===== src/rtl/alu_serial_sequencer.sv =====
// -----------------------------------------------------------------------------
// alu_serial_sequencer
//
// Purpose:
//    Drives a single external one-bit ALU slice for WIDTH consecutive cycles to
//    perform a full-width AND / OR / ADD / SUB / SLT, least significant bit
//    first. This block holds the operand shift registers, the slice carry
//    loop and the result shift register. It also moves the MSB "set" (adder
//    sum) bit into result bit 0 for set-less-than.
//
// Ports:
//    clk       in   1      rising-edge clock
//    rst_n     in   1      asynchronous active-low reset
//    start     in   1      operation request, sampled only while idle
//    op        in   3      op[2] = bnegate / bit-0 carry-in,
//                          op[1:0]: 00 AND, 01 OR, 10 ADD, 11 LESS
//    a, b      in   WIDTH  operands, captured on an accepted start
//    busy      out  1      high from the accept edge until done drops
//    done      out  1      one-cycle pulse, result/cout/zero valid
//    result    out  WIDTH  registered result, held until the next accept
//    cout      out  1      final MSB carry (0 for AND/OR)
//    zero      out  1      result == 0, registered alongside result
//    s_a       out  1      slice operand a (A shift register bit 0)
//    s_b       out  1      slice operand b (B shift register bit 0)
//    s_cin     out  1      slice carry-in (carry register)
//    s_less    out  1      slice less input, tied low
//    s_op      out  3      slice op (captured op)
//    s_result  in   1      slice result bit
//    s_set     in   1      slice adder sum bit
//    s_cout    in   1      slice adder carry-out
// -----------------------------------------------------------------------------
module alu_serial_sequencer #(
   parameter int unsigned WIDTH = 8
) (
   input  logic             clk,
   input  logic             rst_n,
   input  logic             start,
   input  logic [2:0]       op,
   input  logic [WIDTH-1:0] a,
   input  logic [WIDTH-1:0] b,
   output logic             busy,
   output logic             done,
   output logic [WIDTH-1:0] result,
   output logic             cout,
   output logic             zero,
   output logic             s_a,
   output logic             s_b,
   output logic             s_cin,
   output logic             s_less,
   output logic [2:0]       s_op,
   input  logic             s_result,
   input  logic             s_set,
   input  logic             s_cout
);

   localparam int unsigned CW = $clog2(WIDTH);
   localparam logic [CW-1:0] LAST_BIT = CW'(WIDTH - 1);

   typedef enum logic [1:0] {
      S_IDLE,
      S_RUN,
      S_SLTFIX,
      S_DONE
   } state_t;

   state_t           state;
   logic [WIDTH-1:0] a_sr;
   logic [WIDTH-1:0] b_sr;
   logic [2:0]       op_q;
   logic             carry;
   logic [CW-1:0]    cnt;
   logic             set_msb;

   // The slice sees register bits directly, so it settles within the same
   // cycle and its outputs are consumed on the next edge.
   assign s_a    = a_sr[0];
   assign s_b    = b_sr[0];
   assign s_cin  = carry;
   assign s_less = 1'b0;
   assign s_op   = op_q;

   always_ff @(posedge clk or negedge rst_n) begin
      if (!rst_n) begin
         state   <= S_IDLE;
         busy    <= 1'b0;
         done    <= 1'b0;
         result  <= '0;
         cout    <= 1'b0;
         zero    <= 1'b1;
         a_sr    <= '0;
         b_sr    <= '0;
         op_q    <= '0;
         carry   <= 1'b0;
         cnt     <= '0;
         set_msb <= 1'b0;
      end else begin
         case (state)
            S_IDLE: begin
               done <= 1'b0;
               if (start) begin
                  a_sr  <= a;
                  b_sr  <= b;
                  op_q  <= op;
                  // bnegate doubles as the +1 needed for two's complement
                  carry <= op[2];
                  cnt   <= '0;
                  busy  <= 1'b1;
                  state <= S_RUN;
               end else begin
                  busy <= 1'b0;
               end
            end

            S_RUN: begin
               // After WIDTH shifts the first slice bit has reached bit 0.
               result <= {s_result, result[WIDTH-1:1]};
               carry  <= s_cout;
               a_sr   <= a_sr >> 1;
               b_sr   <= b_sr >> 1;
               cnt    <= cnt + CW'(1);
               if (cnt == LAST_BIT) begin
                  cout    <= op_q[1] & s_cout;
                  set_msb <= s_set;
                  state   <= (op_q[1:0] == 2'b11) ? S_SLTFIX : S_DONE;
               end
            end

            S_SLTFIX: begin
               // SLT is the sign of a-b with no overflow correction.
               result <= {{(WIDTH-1){1'b0}}, set_msb};
               state  <= S_DONE;
            end

            S_DONE: begin
               done  <= 1'b1;
               zero  <= (result == '0);
               state <= S_IDLE;
            end

            default: begin
               state <= S_IDLE;
            end
         endcase
      end
   end

endmodule


===== config.mk =====
export PLATFORM = sky130hd
export DESIGN_NAME = alu_serial_sequencer
export DESIGN_NICKNAME = d
export VERILOG_FILES = /design/src/rtl/alu_serial_sequencer.sv
export SDC_FILE = /design/constraint.sdc
export NUM_CORES = 1
export LEC_CHECK = 0
export BUFFER_PORTS_ARGS = -buffer_cell sky130_fd_sc_hd__buf_2
export CAP_MARGIN = 30
export CORE_MARGIN = 4
export CORE_UTILIZATION = 30
export CTS_CLUSTER_SIZE = 10
export DETAILED_ROUTE_END_ITERATION = 8
export PLACE_DENSITY_LB_ADDON = 0.1
export SYNTH_ARGS = -nofsm -noshare
export SYNTH_HDL_FRONTEND = slang
export SYNTH_SLANG_ARGS = --single-unit

===== constraint.sdc =====
create_clock -name clk -period 1.9 [get_ports clk]
set_input_delay 0.285 -clock clk [delete_from_list [all_inputs] [get_ports clk]]
set_output_delay 0.285 -clock clk [all_outputs]
set_load 0.05 [all_outputs]

; ---- Yosys cells after proc, flatten, opt, wreduce, memory -nomap -nowiden
; Cells that the tools add are included.
[classes]
addsub = 1
n_mul = 0
div_mod_pow = 0
order_cmp = 0
eq_ne = 7
shifts = 0
mux = 15
bitwise = 1
reduce_logical = 9
[op_table]
columns = operator, n
row1 = 8-bit case mux with 2 select lines, 3
row2 = 8-bit 2-to-1 mux, 2
row3 = 8-bit zero test, 1
row4 = 2-bit case mux with 4 select lines, 1
row5 = 2-bit AND reduction, 4
row6 = "2-bit equality test, second input constant", 3
row7 = 3-bit case mux with 2 select lines, 1
row8 = 2-bit nonzero test, 3
row9 = 2-bit 2-to-1 mux, 2
row10 = "2-bit != test, second input constant", 2
row11 = 1-bit case mux with 2 select lines, 2
row12 = "3-bit by 1-bit adder with 3-bit output, second input constant", 1
row13 = "3-bit equality test, second input constant", 1
row14 = 1-bit 2-to-1 mux, 3
row15 = 3-bit 2-to-1 mux, 1
row16 = "2-bit by 1-bit equality test with 1-bit output, second input constant", 1
row17 = 2-bit zero test, 1
row18 = 1-bit bitwise AND, 1
[word_totals]
ff_bits = 38
latchBits = 0
mem_bits_rw = 0
romBits = 0
inputBits = 25
output_inout_bits = 19
elab_cells = 45
n_memories = 0

; ---- Longest topological paths before layout
; Gate-level depths: netlist of run 1.
[depth]
depth_word = 4
depth_mapped = 6
mapped_depth_nobuf = 5

; ---- Least setup slack after synthesis of run 1
; No wires, ideal clock.
[synth_timing]
path_kind = register -> register
from = register state[0]
to = register a_sr[0]
setup_ps = 122
arrival_time_ps = 1423
t_required_ps = 1778
setup_slack_ps = 355
stages_incl_launch_ff = 6
path_buffers = 1
synth_period_minus_slack_ps = 1545
cell_sequence = dfrtp_1 > inv_1 > ha_1 > mux2i_2 > buf_4 > o21ai_1
[synth_between]
elab_chain_len = 3
word_cells_on_any_way = 6
cone_classes = 2 x eq/ne / 1 x mux / 3 x reduce/logical
[synth_rtl]
columns = item, line_no
row1 = start: declaration, 66  ; state_t state;
row2 = start signal: assignment, 124  ; state <= (op_q[1:0] == 2'b11) ? S_SLTFIX : S_DONE;
row3 = 2-bit by 1-bit equality test with 1-bit output or 2-bit zero test (tied branches), 97  ; case (state)
row4 = 2-bit nonzero test (no line) or 2-bit != test (tied branches), n/a
row5 = 2-bit AND reduction (no line), n/a
row6 = end signal: assignment, 118  ; a_sr <= a_sr >> 1;
row7 = end: declaration, 67  ; logic [WIDTH-1:0] a_sr;
; Several ways; a longest one is shown, not always the timed one.
; A chain may end at the register's enable or synchronous reset.

; ---- Worst setup path in the final report of run 1
[layout_timing]
from = register state[0]
to = register state[1]
[layout_between]
elab_chain_len = 3
word_cells_on_any_way = 8
cone_classes = 5 x eq/ne / 1 x mux / 2 x reduce/logical
[layout_rtl]
columns = item, line_no
row1 = 2-bit by 1-bit equality test with 1-bit output or 2-bit zero test (tied branches), 97
row2 = 2-bit != test (no line), n/a
row3 = 2-bit AND reduction (no line), n/a
; Several ways; a longest one is shown, not always the timed one.

==> out/qor.txt, run 1 <==
CP Class -> flop to flop
Commonest non-fill, non-tap cell in the layout -> buf_2
Ports -> 44
Sequential area share after synthesis -> 53.2%
Clock power share -> 16.6%
Sw power -> 1.91 mW
# rows -> 27
# port buffers -> 42
Clk_lat worst skew -> 0.29 ns
CTS tree -> done
Overflow after GRT -> 0
EDFF count, synth -> 0
CP Data Required Time -> 2.08 ns
Hpwl dp -> 2.74 mm
Layout cells sized above 1 -> 29.7%
GRT Overall Usage -> 10.7%
Vias in the first global route -> 1277
Achievable frequency -> 0.587 GHz
Count of cell types in the netlist -> 30
Largest net degree at the start of global routing -> 39
Buf/Inv on CP -> 1
RSZ-0062 raised after global routing -> false
Synth Register Bits -> 38
Worst-case clock buffer depth -> 2
Status -> finished clean
Syn. warnings -> 0
Final hold vios -> 0
CTS H-tree depth -> 2
Final slew viol count -> 0
Post-layout util -> 39.0%
DP Worst Slack -> 0.226 ns
Hold_buf cts -> 0
Total power -> 4.32 mW
Reg power frac -> 32.8%
Crit-path cells -> inv_1 > ha_1 > and2b_1 > nor2_1 > mux2_2
Asr flop ratio synth -> 100%
Vias per inst -> 4.61
Vert. Die Dim -> 85.2 um
Initial antenna violation count -> 0
Final worst setup slack -> 0.196 ns
Setup Buffers After CTS -> 0
Yosys top cell area share -> 51.7%
Cells after Synth -> 165
Worst EP arrival -> 1.88 ns
PostCTS Resize Cnt -> 0
Setup TNS Final -> 0 ns
Synth Flop Type -> dfrtp_1
PwrDens -> 1960 nW/um2
Clock root buffer master -> clkbuf_8
Crit start category -> flop
Period utilisation layout -> 89.7%
Total wire length -> 3.75 mm
Pleak -> 1.08 nW
Antenna diodes -> 0
Mapped cell area -> 1790 um2
Routed wire per std cell -> 13.2 um
Pint -> 2.41 mW
Worst hold slack -> 0.0439 ns
Most frequent cells in the layout -> buf_2 (42), dfrtp_1 (37), nand2_1 (23), mux2i_1 (16), o21ai_1 (15)
CORE AREA -> 5640 um2
First-pass GRT wire length -> 6.22 mm
Layout Cell Area excl Fill -> 2200 um2
Die ar. -> 7260 um2
Syn-to-layout area delta -> 22.9%
Post-route insts no fill -> 284
Initial Util -> 31.7%
Switching fraction of total power -> 44.3%
CP Capture Type -> flop
CP top delay family -> flip-flops
Top post-synthesis cells by area -> dfrtp_1 (52%), mux2i_1 (9.0%), ha_1 (4.9%)
Clock transition at path regs -> 0.08 ns
Initial DRC count -> 46
Tmin final -> 1.70 ns
Drt drc -> 0
Setup violators final -> 0
DR pass1 iterations -> 5
Nets@finish -> 243
Syn_area_per_cell -> 10.8 um2
Worst Skew -> 0.00592 ns
Crit path max fanout -> 8
Post-Place Cell Area -> 2080 um2
Vias -> 1309
Placed Instances -> 276
Clock buffer count from CTS -> 5
Combinational power share -> 50.6%
Clock sink count -> 38
Hold Path Class -> input port to async pin
Max incr delay on CP -> 0.44 ns
Synth Net Count -> 197
Die Width -> 85.2 um
Slowest-stage cell, CP -> dfrtp_1
Max cap viols -> 0
Routed Antenna Nets -> 0
VDD IR max -> 0.000755 V
RD Place Congestion -> 0.783
Area leader, netlist -> dfrtp_1
state kept, by name (all words and copies together) (netlist names):
signal   flops
cnt          3
a_sr         8
cout         1
b_sr         8
set_msb      1
s_op         3
state        2
busy         1
result       8
zero         1
done         1
s_cin        1
routing by layer:
metal  track usage [%]  share of wire (%)
met2              16.3                 45
met3              3.88                7.6
met5                 0                  0
met1              14.3                 47
met4              2.59                1.2
worst register-to-register path, stage by stage (launching register included):
cell     delay, ns
dfrtp_1       0.44
inv_1         0.12
ha_1          0.31
and2b_1       0.23
nor2_1        0.15
mux2_2        0.35
kinds of logic after synthesis:
kind of cell | after synthesis | synth area share (%)
multiplexers | 23 | 13.5
buffers and inverters | 19 | 5.45
flip-flops | 38 | 53.2
adder cells (fa/ha/maj) | 7 | 4.89
AND/OR/NAND/NOR | 41 | 11.3
AO/OA/AOI/OAI | 36 | 11.4
other | 1 | 0.210
area by class of cell:
type | count | area, um2
clock buffer | 7 | 86.3
clock inverter | 1 | 30.0
fill | 583 | 3440
inverter | 11 | 41.3
multi-input combinational | 108 | 739
sequential | 38 | 952
tap | 72 | 90.1
timing repair buffer | 47 | 260
Yosys cell counts (all sizes together) (2+ instances only):
master  number
nor2b        2
a21oi        3
mux2         6
nand3b       7
dfrtp       37
and3         2
nor2         2
o21ai       27
nand2       23
ha           7
mux2i       17
buf          7
inv         11
a32o         2
power by group through the flow:
| stage | registers, mW | logic [mW] | clock network, mW |
|---|---|---|---|
| after CTS | 1.43 | 2.22 | 0.740 |
| after floorplan | 1.94 | 1.20 | 0 |
| after detailed placement | 1.44 | 2.22 | 0 |
| final | 1.42 | 2.19 | 0.716 |
| after global placement | 1.42 | 2.18 | 0 |
| after global routing | 1.48 | 2.40 | 0.761 |
final timing paths:
kind	start	end	slack, ns	cells past startpoint
min reg2reg	b_sr[0]$_DFFE_PN0P_	b_sr[0]$_DFFE_PN0P_	0.48	2
min	rst_n	a_sr[1]$_DFFE_PN0P_	0.04	2
max in group asynchronous	rst_n	zero$_DFFE_PN1P_	1.50	2
max	state[0]$_DFFE_PN0P_	state[1]$_DFFE_PN0P_	0.20	5
max reg2reg	state[0]$_DFFE_PN0P_	state[1]$_DFFE_PN0P_	0.20	5
min in group clk	s_set	set_msb$_DFFE_PN0P_	0.22	2
No activity file was read; power rests on OpenSTA's default activity.
==> run 2, diff against run 1 <==
--- a/config.mk
+++ b/config.mk
@@ -7,7 +7,7 @@
 export LEC_CHECK = 0
 export BUFFER_PORTS_ARGS = -buffer_cell sky130_fd_sc_hd__buf_2
 export CAP_MARGIN = 30
-export CORE_MARGIN = 4
+export CORE_MARGIN = 1
 export CORE_UTILIZATION = 30
 export CTS_CLUSTER_SIZE = 10
 export DETAILED_ROUTE_END_ITERATION = 8
==> run 2 against run 1 <==
Net effect: core utilization about the same; combinational power about the same; die area decreased by 14%; sequential share of layout area about the same; register-to-register slack got worse by 0.02 ns; setup slack got worse by 0.015 ns; cell area about the same; clock-buffer cell count increased by 1; hold slack improved by 0.18 ns; clock skew decreased by 0.0024 ns; global-route usage increased by 2.5 points; first-iteration DRC count increased by 28%; critical path type unchanged; largest power group unchanged; highest routed layer unchanged.
==> out/qor.txt, run 2 (same netlist as run 1, synthesis figures left out) <==
Die Width -> 79.2 um (-7.0%)
Hold Path Class -> input port to flop
Most frequent cells in the layout -> buf_2 (42), dfrtp_1 (37), nand2_1 (23), mux2i_1 (16), o21ai_1 (15)
Routed Antenna Nets -> 0 (unchanged)
Tmin final -> 1.72 ns (+0.0155 ns)
Setup TNS Final -> 0 ns (unchanged)
CP Data Required Time -> 2.07 ns (about the same)
CP Capture Type -> flop
Initial DRC count -> 59 (+28%)
Die ar. -> 6280 um2 (-14%)
Clock transition at path regs -> 0.07 ns (about the same)
Clock sink count -> 38 (unchanged)
Ports -> 44 (unchanged)
Grt peak-use layer -> met2
First-pass GRT wire length -> 6.22 mm (unchanged)
Worst-case clock buffer depth -> 2 (unchanged)
Final slew viol count -> 0 (unchanged)
Routed wire per std cell -> 13.4 um (+1.7%)
Crit start category -> flop
Met2 usage -> 21.8% (+5.5 points)
Status -> finished clean
Initial Util -> 31.7% (unchanged)
Clock root buffer master -> clkbuf_8
Rel. slew slack -> 65.7%
Met1 Use GR -> 15.9% (+1.5 points)
Buf/Inv on CP -> 1 (unchanged)
Final hold vios -> 0 (unchanged)
Period utilisation layout -> 90.5% (+0.81 points)
Max incr delay on CP -> 0.45 ns (about the same)
CTS tree -> done
Met3 GRT Util -> 2.99% (-0.89 points)
Vias in the first global route -> 1305 (+2.2%)
Clk_lat worst skew -> 0.29 ns (about the same)
Nets@finish -> 243 (unchanged)
Hold_buf cts -> 1 (+1)
PwrDens -> 1920 nW/um2 (-2.5%)
CTS H-tree depth -> 2 (unchanged)
Achievable frequency -> 0.582 GHz (-0.90%)
Crit path max fanout -> 8 (unchanged)
Setup violators final -> 0 (unchanged)
RD Place Congestion -> 0.744 (-4.9%)
CORE AREA -> 5640 um2 (unchanged)
DR pass1 iterations -> 2 (-3)
Setup Buffers After CTS -> 0 (unchanged)
Max cap viols -> 0 (unchanged)
Drt drc -> 0 (unchanged)
Commonest non-fill, non-tap cell in the layout -> buf_2
Overflow after GRT -> 0 (unchanged)
Crit-path cells -> inv_1 > ha_1 > and2b_1 > nor2_1 > mux2_2
Initial antenna violation count -> 0 (unchanged)
Total power -> 4.21 mW (-2.4%)
Total wire length -> 3.81 mm (+1.7%)
Slowest-stage cell, CP -> dfrtp_1
Layout cells sized above 1 -> 28.8% (-0.94 points)
CP top delay family -> flip-flops
Clock buffer count from CTS -> 5 (unchanged)
RSZ-0062 raised after global routing -> false
Vert. Die Dim -> 79.2 um (-7.0%)
VDD IR max -> 0.000698 V (-7.5%)
# port buffers -> 42 (unchanged)
Biggest regs -> a_sr x8, b_sr x8, result x8
Antenna diodes -> 0 (unchanged)
Worst EP arrival -> 1.89 ns (about the same)
GRT Overall Usage -> 13.1% (+2.5 points)
PostCTS Resize Cnt -> 0 (unchanged)
Post-layout util -> 39.0% (about the same)
Slew @ Worst Pin -> 0.515 ns
CP Class -> flop to flop
# rows -> 27 (unchanged)
Worst Skew -> 0.00354 ns (-0.00238 ns)
Hpwl dp -> 2.74 mm (about the same)
Vias per inst -> 4.60 (-0.31%)
Largest net degree at the start of global routing -> 34 (-13%)
Worst hold slack -> 0.224 ns (+0.180 ns)
Pleak -> 1.07 nW (-0.52%)
Syn-to-layout area delta -> 23.0% (about the same)
Vias -> 1305 (-0.31%)
run 2: cell types whose count changed in the layout (fill, tap and decap cells not counted), sizes merged:
cell,before,now
buf,47,46
dlygate4sd3,0,1
clkbuf,7,8
bufinv,1,0
run 2: worst paths after layout:
kind | startpoint | endpoint | slack (ns) | depth (start not counted)
min in group asynchronous | rst_n | a_sr[0]$_DFFE_PN0P_ | 0.51 | 2
worst min-delay path | s_set | set_msb$_DFFE_PN0P_ | 0.22 | 2
worst max register to register | state[0]$_DFFE_PN0P_ | state[1]$_DFFE_PN0P_ | 0.18 | 5
max in group asynchronous | rst_n | busy$_DFFE_PN0P_ | 0.90 | 3
worst max-delay path | state[0]$_DFFE_PN0P_ | state[1]$_DFFE_PN0P_ | 0.18 | 5
worst min register to register | cnt[0]$_DFFE_PN0P_ | cnt[0]$_DFFE_PN0P_ | 0.48 | 1
run 2: final cells by class:
cell class | instances | area, um2
Clock buffer | 8 | 90.1
Fill cell | 565 | 3440
Inverter | 11 | 41.3
Multi-Input combinational cell | 108 | 739
Sequential cell | 38 | 952
Tap cell | 72 | 90.1
Timing Repair Buffer | 47 | 288
run 2: worst register-to-register path: cells and delay by family, from the launching register on:
family	cells	cell delay (ns)
flip-flops	1	0.45
AND/OR/NAND/NOR	2	0.38
multiplexers	1	0.35
adder cells (fa/ha/maj)	1	0.31
buffers and inverters	1	0.12
run 2: where the power goes:
part	total, mW	switching, mW	internal [mW]
combinational	2.22	1.40	0.816
clock	0.571	0.275	0.296
sequential	1.42	0.239	1.18
total	4.21	1.92	2.30
run 2: per-stage QoR:
step	area, um2	cells	setup WS (ns)
after floorplan	1790	165	0.355
after global placement	2100	275	0.308
after detailed placement	2100	275	0.216
after CTS	2200	284	0.189
after global routing	2200	284	0.0703
final	2200	284	0.181
run 2: metal layers:
metal	share of wire, %	vias to the layer above	routed length, um
met5	0	-	0
met4	1.7	0	63
met3	4.6	8	176
met2	48	32	1840
met1	45	607	1730
li1	-	658	-
